## src/rtl/mul_accum_pkg.sv

```systemverilog
// Shared types and constants for the mul_accum dot-product accumulator.
package mul_accum_pkg;

  localparam int unsigned Q015_W = 16;

  localparam logic [Q015_W-1:0] Q015_MAX = 16'h7FFF;
  localparam logic [Q015_W-1:0] Q015_MIN = 16'h8000;

  typedef enum logic [1:0] {
    PREC_Q03  = 2'b00,
    PREC_Q07  = 2'b01,
    PREC_Q015 = 2'b10
  } prec_e;

  typedef enum logic [1:0] {
    S_IDLE  = 2'b00,
    S_ACCUM = 2'b01,
    S_DONE  = 2'b10
  } state_e;

  // Reserved encoding 2'b11 behaves as Q0.15.
  function automatic prec_e decode_prec(input logic [1:0] sel);
    prec_e p;
    case (sel)
      2'b00:   p = PREC_Q03;
      2'b01:   p = PREC_Q07;
      default: p = PREC_Q015;
    endcase
    return p;
  endfunction

endpackage

```

## src/rtl/mul_accum_prec_align.sv

```systemverilog
// Selects the product stream for the active precision and aligns it to a
// sign-extended Q0.15 term of accumulator width.
module prec_align
  import mul_accum_pkg::*;
#(
  parameter int unsigned ACC_W = 32
) (
  input  prec_e             prec,
  input  logic [3:0]        prod4_in,
  input  logic              prod4_valid,
  input  logic [7:0]        prod8_in,
  input  logic              prod8_valid,
  input  logic [15:0]       prod16_in,
  input  logic              prod16_valid,
  output logic [ACC_W-1:0]  term_c,
  output logic              valid_c
);

  logic [Q015_W-1:0] aligned;

  always_comb begin
    aligned = '0;
    valid_c = 1'b0;
    case (prec)
      PREC_Q03: begin
        aligned = {prod4_in, 12'h000};
        valid_c = prod4_valid;
      end
      PREC_Q07: begin
        aligned = {prod8_in, 8'h00};
        valid_c = prod8_valid;
      end
      default: begin
        aligned = prod16_in;
        valid_c = prod16_valid;
      end
    endcase
  end

  assign term_c = {{(ACC_W-Q015_W){aligned[Q015_W-1]}}, aligned};

endmodule

```

## src/rtl/mul_accum.sv

```systemverilog
// Dot-product accumulator: sums vec_len aligned products and presents a
// Q0.15 result with an out-of-range flag. Define MUL_ACCUM_SAT_EN to clamp
// out-of-range results; otherwise the low 16 bits of the sum are returned.
module mul_accum
  import mul_accum_pkg::*;
#(
  parameter int unsigned ACC_W = 32,
  parameter int unsigned LEN_W = 8
) (
  input  logic             clk,
  input  logic             rst_n,
  input  logic             start,
  input  logic [LEN_W-1:0] vec_len,
  input  logic [1:0]       prec_sel,
  input  logic [3:0]       prod4_in,
  input  logic             prod4_valid,
  input  logic [7:0]       prod8_in,
  input  logic             prod8_valid,
  input  logic [15:0]      prod16_in,
  input  logic             prod16_valid,
  input  logic             out_ready,
  output logic             busy,
  output logic [15:0]      acc_out,
  output logic             acc_valid,
  output logic             sat,
  output logic             drop_err
);

  state_e             state_q, state_d;
  prec_e              prec_q, prec_d;
  logic [ACC_W-1:0]   acc_q, acc_d;
  logic [LEN_W-1:0]   cnt_q, cnt_d;
  logic [LEN_W-1:0]   len_q, len_d;
  logic [15:0]        acc_out_d;
  logic               acc_valid_d, sat_d, drop_err_d, busy_d;

  logic [ACC_W-1:0]   term_c;
  logic               sel_valid_c;
  logic [ACC_W-1:0]   sum_c;
  logic [LEN_W-1:0]   cnt_inc_c;
  logic               sat_c;
  logic [15:0]        result_c;

  prec_align #(
    .ACC_W (ACC_W)
  ) u_align (
    .prec         (prec_q),
    .prod4_in     (prod4_in),
    .prod4_valid  (prod4_valid),
    .prod8_in     (prod8_in),
    .prod8_valid  (prod8_valid),
    .prod16_in    (prod16_in),
    .prod16_valid (prod16_valid),
    .term_c       (term_c),
    .valid_c      (sel_valid_c)
  );

  assign sum_c     = acc_q + term_c;
  assign cnt_inc_c = cnt_q + LEN_W'(1);

  // In Q0.15 range iff bits [ACC_W-1:15] are a pure sign extension.
  assign sat_c = !((sum_c[ACC_W-1:15] == '0) || (sum_c[ACC_W-1:15] == '1));

`ifdef MUL_ACCUM_SAT_EN
  assign result_c = sat_c ? (sum_c[ACC_W-1] ? Q015_MIN : Q015_MAX) : sum_c[15:0];
`else
  assign result_c = sum_c[15:0];
`endif

  // Next-state and next-output logic.
  always_comb begin
    state_d     = state_q;
    prec_d      = prec_q;
    acc_d       = acc_q;
    cnt_d       = cnt_q;
    len_d       = len_q;
    acc_out_d   = acc_out;
    acc_valid_d = acc_valid;
    sat_d       = sat;
    drop_err_d  = drop_err;

    case (state_q)
      S_IDLE: begin
        if (sel_valid_c) drop_err_d = 1'b1;
        if (start) begin
          prec_d     = decode_prec(prec_sel);
          len_d      = vec_len;
          acc_d      = '0;
          cnt_d      = '0;
          drop_err_d = 1'b0;
          if (vec_len == '0) begin
            state_d     = S_DONE;
            acc_out_d   = '0;
            sat_d       = 1'b0;
            acc_valid_d = 1'b1;
          end else begin
            state_d = S_ACCUM;
          end
        end
      end
      S_ACCUM: begin
        if (sel_valid_c) begin
          acc_d = sum_c;
          cnt_d = cnt_inc_c;
          if (cnt_inc_c == len_q) begin
            state_d     = S_DONE;
            acc_out_d   = result_c;
            sat_d       = sat_c;
            acc_valid_d = 1'b1;
          end
        end
      end
      S_DONE: begin
        if (sel_valid_c) drop_err_d = 1'b1;
        if (out_ready) begin
          state_d     = S_IDLE;
          acc_valid_d = 1'b0;
          sat_d       = 1'b0;
        end
      end
      default: begin
        state_d     = S_IDLE;
        acc_valid_d = 1'b0;
        sat_d       = 1'b0;
      end
    endcase

    busy_d = (state_d != S_IDLE);
  end

  always_ff @(posedge clk or negedge rst_n) begin
    if (!rst_n) begin
      state_q   <= S_IDLE;
      prec_q    <= PREC_Q015;
      acc_q     <= '0;
      cnt_q     <= '0;
      len_q     <= '0;
      busy      <= 1'b0;
      acc_out   <= '0;
      acc_valid <= 1'b0;
      sat       <= 1'b0;
      drop_err  <= 1'b0;
    end else begin
      state_q   <= state_d;
      prec_q    <= prec_d;
      acc_q     <= acc_d;
      cnt_q     <= cnt_d;
      len_q     <= len_d;
      busy      <= busy_d;
      acc_out   <= acc_out_d;
      acc_valid <= acc_valid_d;
      sat       <= sat_d;
      drop_err  <= drop_err_d;
    end
  end

endmodule

```

## config.mk

```make
export PLATFORM = sky130hd
export DESIGN_NAME = mul_accum
export DESIGN_NICKNAME = d
export VERILOG_FILES = /design/src/rtl/mul_accum_pkg.sv /design/src/rtl/mul_accum_prec_align.sv /design/src/rtl/mul_accum.sv
export SDC_FILE = /design/constraint.sdc
export NUM_CORES = 1
export LEC_CHECK = 0
export BUFFER_PORTS_ARGS = -buffer_cell sky130_fd_sc_hd__buf_2
export CAP_MARGIN = 20
export CORE_MARGIN = 2
export CORE_UTILIZATION = 40
export CTS_CLUSTER_SIZE = 24
export DETAILED_ROUTE_END_ITERATION = 8
export GPL_TIMING_DRIVEN = 0
export HOLD_SLACK_MARGIN = 0.1
export PLACE_DENSITY = 0.66
export SLEW_MARGIN = 15
export SYNTH_ARGS = -nofsm -noshare
export SYNTH_HDL_FRONTEND = slang
export SYNTH_HIERARCHICAL = 1
export SYNTH_SLANG_ARGS = --single-unit
```

## constraint.sdc

```tcl
create_clock -name clk -period 6.3 [get_ports clk]
set_clock_uncertainty 0.15 [all_clocks]
set_input_delay 0.945 -clock clk [delete_from_list [all_inputs] [get_ports clk]]
set_output_delay 0.945 -clock clk [all_outputs]
set_load 0.02 [all_outputs]
```

## After elaboration in Yosys (flattened, before gate mapping)

Cells that the tools add are included.

| storage, ports and cells | value |
|---|---|
| bits in registers | 72 |
| bits in latches | 0 |
| bits in writable memories | 0 |
| memory bits (read-only) | 0 |
| input port bits | 45 |
| output and inout port bits | 20 |
| word-level logic and storage cells | 71 |
| memories kept | 0 |

| operators by class | value |
|---|---|
| add/subtract/negate cells | 2 |
| multipliers | 0 |
| divide/modulo/power cells | 0 |
| $lt $le $gt $ge | 0 |
| equality and inequality tests | 11 |
| shift operators | 0 |
| muxes and demuxes | 34 |
| bitwise gates (word level) | 0 |
| reduce and logical (&&, ||, !) cells | 14 |

Operators by type and width:

| operator | count |
|---|---|
| 16-bit two-way mux | 4 |
| 32-bit two-way mux | 2 |
| 16-bit one-hot mux with 2 select lines | 2 |
| 32-bit one-hot mux with 2 select lines | 1 |
| 32-bit adder | 1 |
| 17-bit == test (second input constant) | 1 |
| 17-bit zero test | 1 |
| 8-bit two-way mux | 2 |
| 8-bit one-hot mux with 2 select lines | 1 |
| 1-bit two-way mux | 11 |
| 2-bit two-way mux | 5 |
| 2-bit != test (second input constant) | 5 |
| 5-bit AND reduction | 2 |
| 8-bit by 1-bit adder with 8-bit output (second input constant) | 1 |
| 8-bit == test | 1 |
| 8-bit zero test | 1 |
| 2-bit by 1-bit == test with 1-bit output (second input constant) | 3 |
| 2-bit zero test | 3 |
| 1-bit one-hot mux with 3 select lines | 2 |
| 2-bit one-hot mux with 3 select lines | 1 |
| 2-bit nonzero test | 3 |
| 1-bit one-hot mux with 2 select lines | 2 |
| 2-bit one-hot mux with 2 select lines | 1 |
| 3-bit AND reduction | 1 |
| 4 further kinds | 4 |

## Depth between registers and ports, before layout

| depth | value |
|---|---|
| depth in word-level cells | 9 |
| mapped depth | 16 |
| mapped depth without buffers | 14 |

## Cells and area by module

The synthesis kept the hierarchy.

By module, submodules not included:

| module | times used | cells each | area an instance (um2) | sequential area each (um2) |
|---|---|---|---|---|
| mul_accum | 1 | 565 | 5049.8 | 1803.0 |
| prec_align | 1 | 47 | 354.1 | 0.0 |

## Least setup slack after synthesis

OpenSTA, ideal clock, no wires.

| path | value |
|---|---|
| path type | input -> register |
| start | input port prod8_in[7] |
| end | register sat |
| library setup time | 0.119 ns |
| arrival time | 4.818 ns |
| required time | 6.031 ns |
| slack | 1.213 ns |
| cell stages on the path | 13 |
| buffers on the path | 1 |
| cells stage by stage | mux2i_1 > o21ai_0 > ha_1 > clkbuf_1 > a21o_1 > a31o_2 > or3_1 > o22ai_2 > xnor2_1 > or3_1 > or3_1 > or4_1 > o21ba_1 |

| between the ends | value |
|---|---|
| word-level cells in the longest chain between the ends | 8 |
| elaborated cells between the ends (all ways) | 9 |
| classes of those cells | add/sub: 1; eq/ne: 1; mux: 4; reduce/logical: 3 |

Ends and longest elaborated chain:

| what | line | RTL |
|---|---|---|
| start: declaration | mul_accum.sv:17 | `input logic [7:0] prod8_in,` |
| 16-bit one-hot mux with 2 select lines * | mul_accum_prec_align.sv:24 | `case (prec)` |
| via term_c[15] | mul_accum.sv:37 | `logic [ACC_W-1:0] term_c;` |
| 32-bit adder * | mul_accum.sv:58 | `assign sum_c = acc_q + term_c;` |
| 17-bit == test / 17-bit zero test (equally long branches) | mul_accum.sv:62 | `assign sat_c = !((sum_c[ACC_W-1:15] == '0) \|\| (sum_c[ACC_W-1:15] == '1));` |
| 1-bit logical OR * | mul_accum.sv:62 |  |
| 1-bit zero test * | mul_accum.sv:62 |  |
| 1-bit two-way mux * | mul_accum.sv:105 | `if (cnt_inc_c == len_q) begin` |
| 1-bit two-way mux * | mul_accum.sv:102 | `if (sel_valid_c) begin` |
| 1-bit one-hot mux with 3 select lines * | mul_accum.sv:82 | `case (state_q)` |
| end signal: assignment | mul_accum.sv:152 | `sat <= sat_d;` |
| end: declaration | mul_accum.sv:25 | `output logic sat,` |

The timed path passes the listed nets; every way through them passes the cells marked *. The select of a mux whose other input is x is not followed.
A chain may end at the register's enable or synchronous reset.

## Worst setup path in the final report

| path | value |
|---|---|
| start | register prec_q[1] |
| end | register sat |

| between the ends | value |
|---|---|
| word-level cells in the longest chain between the ends | 9 |
| elaborated cells between the ends (all ways) | 14 |
| classes of those cells | add/sub: 1; eq/ne: 3; mux: 5; reduce/logical: 5 |

Ends and longest elaborated chain:

| what | line | RTL |
|---|---|---|
| start: declaration | mul_accum.sv:30 | `prec_e prec_q, prec_d;` |
| start signal: assignment | mul_accum.sv:145 | `prec_q <= prec_d;` |
| 2-bit by 1-bit == test with 1-bit output / 2-bit zero test (equally long branches) | mul_accum_prec_align.sv:24 |  |
| 16-bit one-hot mux with 2 select lines * | mul_accum_prec_align.sv:24 |  |
| via term_c[0] | mul_accum.sv:37 |  |
| 32-bit adder * | mul_accum.sv:58 |  |
| 17-bit == test / 17-bit zero test (equally long branches) | mul_accum.sv:62 |  |
| 1-bit logical OR * | mul_accum.sv:62 |  |
| 1-bit zero test * | mul_accum.sv:62 |  |
| 1-bit two-way mux * | mul_accum.sv:105 |  |
| 1-bit two-way mux * | mul_accum.sv:102 |  |
| 1-bit one-hot mux with 3 select lines * | mul_accum.sv:82 |  |

Marks and branches as above.

==> metrics <==
Initial DRC Count 380; row cnt 42; minimum clock period about 4700 ps; M1 wire length 6.644 mm; DRC 0; Worst Path Max Fanout 10; hold_buf cts 0; Warnings, synthesis 6; Die X between 100 and 150 um; RSZ-0062 raised after global routing no; synth unique cells 76; clock slew at reported path FFs 60 ps; GR Overflow Total 0; post-cts resize count 0; HP Class in2async; Clk pwr share approximately 14%; Starting Density 40.81%; Setup crit start kind register; post-synth top area cell dfrtp_1; Clock Latency Late Sink ~340 ps; Hold Vio Cnt, Final 0; core area 0.01324 mm^2; maximum VDD drop 0.2202 mV; ys async rst share 100.0%; WL met3 703 um; Pwr Density 647.9 mW/mm^2; Syn Area/Cell between 8 and 9 um^2; count of final setup violators 0; top-area cell type share of the netlist area between 30 and 40%; top_reg_cell synth dfrtp_1; Top Ports between 60 and 70; Static Leak 2.923 nW; # fillers 1265; routed len/inst 16.64 um; CTS tree yes; GRT Util Overall 20.69%; Post-Synthesis Cells 612; Switching Fraction between 40 and 50%; #FFs+latches synth 72; final max-slew violation count 0; number of global-route vias before repair approximately 4800; antenna violations before repair 0; Mapped Nets just under 700; Synth area leaders dfrtp_1 33%, ha_1 7.4%, o21ai_0 5.7%; GPL Wtd Cong a little under 0.9; synth-to-layout area growth 17.18%; DR pass1 iterations 5; Internal approximately 2.1 mW; Arr. time, crit path 4820 ps; final worst-path cycle share around 75%; ant diodes 0; Clock H-tree levels 3; sequential area share after synthesis approximately 33%; Worst Path Class, Setup reg2reg; Critical Path End Type register; Peak Freq 211.3 MHz; multi-input combinational cell area 0.003272 mm^2; Worst slew margin between 30% and 40%; EDFF count, synth 0; vias per inst 5.738; Pwr Total ~4.1 mW; Post-DRT Antenna Nets 0; share of cells above drive strength 1 21.18%; Max Cap Violations 0; DR WL met2 roughly 6.7 mm; total CTS buffers 9; Net Switching 1.953 mW; die height about 120 um; Sink Count 72; CTS Root Cell clkbuf_16; sequential power share 19.6%; global-route wire length before repair 23.74 mm; register area around 0.0018 mm^2; post-detail-place hpwl 11.24 mm; Vias around 5000; Mapped Area 0.005404 mm^2; final wirelength 14.48 mm; highest metal used met4; postcts setup bufs 0; fin nets roughly 770; pin count of the biggest net entering global routing 57; Crit path required time ~6400 ps; die footprint between 0.01 and 0.015 mm^2; Max Buffers Root-to-Sink 2; number of port buffers 64; Finished Core Util 47.82%; status finished clean; slew at the pin closest to its max-slew limit 924.9 ps; Logic pwr share 66.1%
[logic make-up (layout without fill, tap and decap cells)]
kind of cell / count (synthesis) / count (layout) / share of synthesized area, %
and+or+nand+nor: 203 / 203 / 19.36
AOI/OAI and AO/OA: 195 / 195 / 24.17
DFF: 72 / 72 / 33.36
buffers and inverters: 59 / 141 / 6.159
xor gates and xnor gates: 36 / 36 / 6.367
adders and majority gates: 33 / 33 / 7.780
muxes: 14 / 14 / 2.802
[cell type report]
class	instances	area share, %
Clock buffer	11	3.991
Sequential cell	72	28.47
Timing Repair Buffer	66	5.770
Multi-Input combinational cell	481	51.67
Clock inverter	5	1.363
Inverter	8	0.4742
Buffer	51	4.782
Tap cell	176	3.478
[through the flow]
stage / hold WS, ps / setup WS [ps] / std cells / cell area [um^2] / setup TNS (ps)
floorplan: 305.1 / 1213 / 612 / 5404 / 0
global placement: 324.4 / -36.78 / 852 / 5944 / -36.78
detailed placement: 331.9 / 1376 / 854 / 5993 / 0
CTS: 333.1 / 1592 / 870 / 6332 / 0
global route: 334.8 / 1368 / 870 / 6332 / 0
finish: 324.6 / 1568 / 870 / 6332 / 0
[power by group through the flow]
stage	Combinational (mW)	Clock [mW]	Sequential [mW]
after floorplan	1.99	0	0.821
final	2.71	0.583	0.806
after CTS	2.70	0.594	0.806
after detailed placement	2.69	0	0.810
after global placement	2.62	0	0.804
after global routing	2.99	0.612	0.829
[cells in the mapped netlist, drive strengths merged (8+ instances only)]
| library cell | instances |
|---|---|
| nand2 | 72 |
| nor2 | 29 |
| nand3 | 13 |
| a21o | 17 |
| and2 | 14 |
| or3 | 9 |
| mux2 | 9 |
| dfrtp | 71 |
| nand4 | 8 |
| and3 | 12 |
| xnor2 | 18 |
| xor2 | 16 |
| clkbuf | 29 |
| buf | 22 |
| a22o | 15 |
| o21ai | 63 |
| a211oi | 10 |
| o31ai | 20 |
| ha | 32 |
| a21oi | 30 |
| nor3 | 15 |
[routing by layer]
layer	GRT usage, %	up-vias
met5	0	-
met4	7.485	0
met3	4.340	32
met2	33.98	127
met1	27.00	2426
li1	-	2407
[sequential cells by signal, indices dropped and copies added (netlist names)]
name / cells
len_q: 8
acc_q: 32
acc_out: 16
acc_valid: 1
state_q: 2
sat: 1
cnt_q: 8
busy: 1
drop_err: 1
prec_q: 2
[layout by cell type, fill, tap and decap left out, types with 4 or more instances in the layout]
cell type,count
a211oi_1,9
a21o_1,13
a21o_2,4
a21oi_1,30
a22o_1,10
a22o_2,5
a31oi_1,5
and2_1,12
and3_1,9
buf_2,64
buf_4,17
buf_6,4
clkbuf_1,27
clkbuf_16,9
clkbuf_8,4
dfrtp_1,71
ha_1,32
inv_1,7
mux2_2,9
mux2i_1,5
nand2_1,72
nand2b_1,6
nand3_1,12
nand4_1,8
nor2_1,29
nor3_1,15
nor4_1,4
o211ai_1,6
o21ai_0,61
o31ai_1,20
o41ai_1,6
or3_1,7
xnor2_1,18
xor2_1,16
[final timing paths]
path / start / end / slack (ps) / cells past startpoint
worst min register to register: drop_err / drop_err / 340 / 2
worst min-delay path: rst_n / acc_out[9] / 320 / 1
worst max register to register: prec_q[1] / sat / 1570 / 15
min in group clk: drop_err / drop_err / 340 / 2
max in group asynchronous: rst_n / prec_q[1] / 5070 / 2
worst max-delay path: prec_q[1] / sat / 1570 / 15
[worst max-delay path, cell delays in order (launching register included)]
cell and delay (ps):
dfstp_2 650, buf_6 180, and2_1 160, ha_1 190, inv_1 60, fa_1 390
nand2b_1 180, a21oi_1 340, o21ai_1 190, a21oi_1 220, o22ai_2 180, or4_1 540
and3_2 260, or3_1 360, or4_1 390, o21ba_1 180
Power figures use the tool's default switching activity.
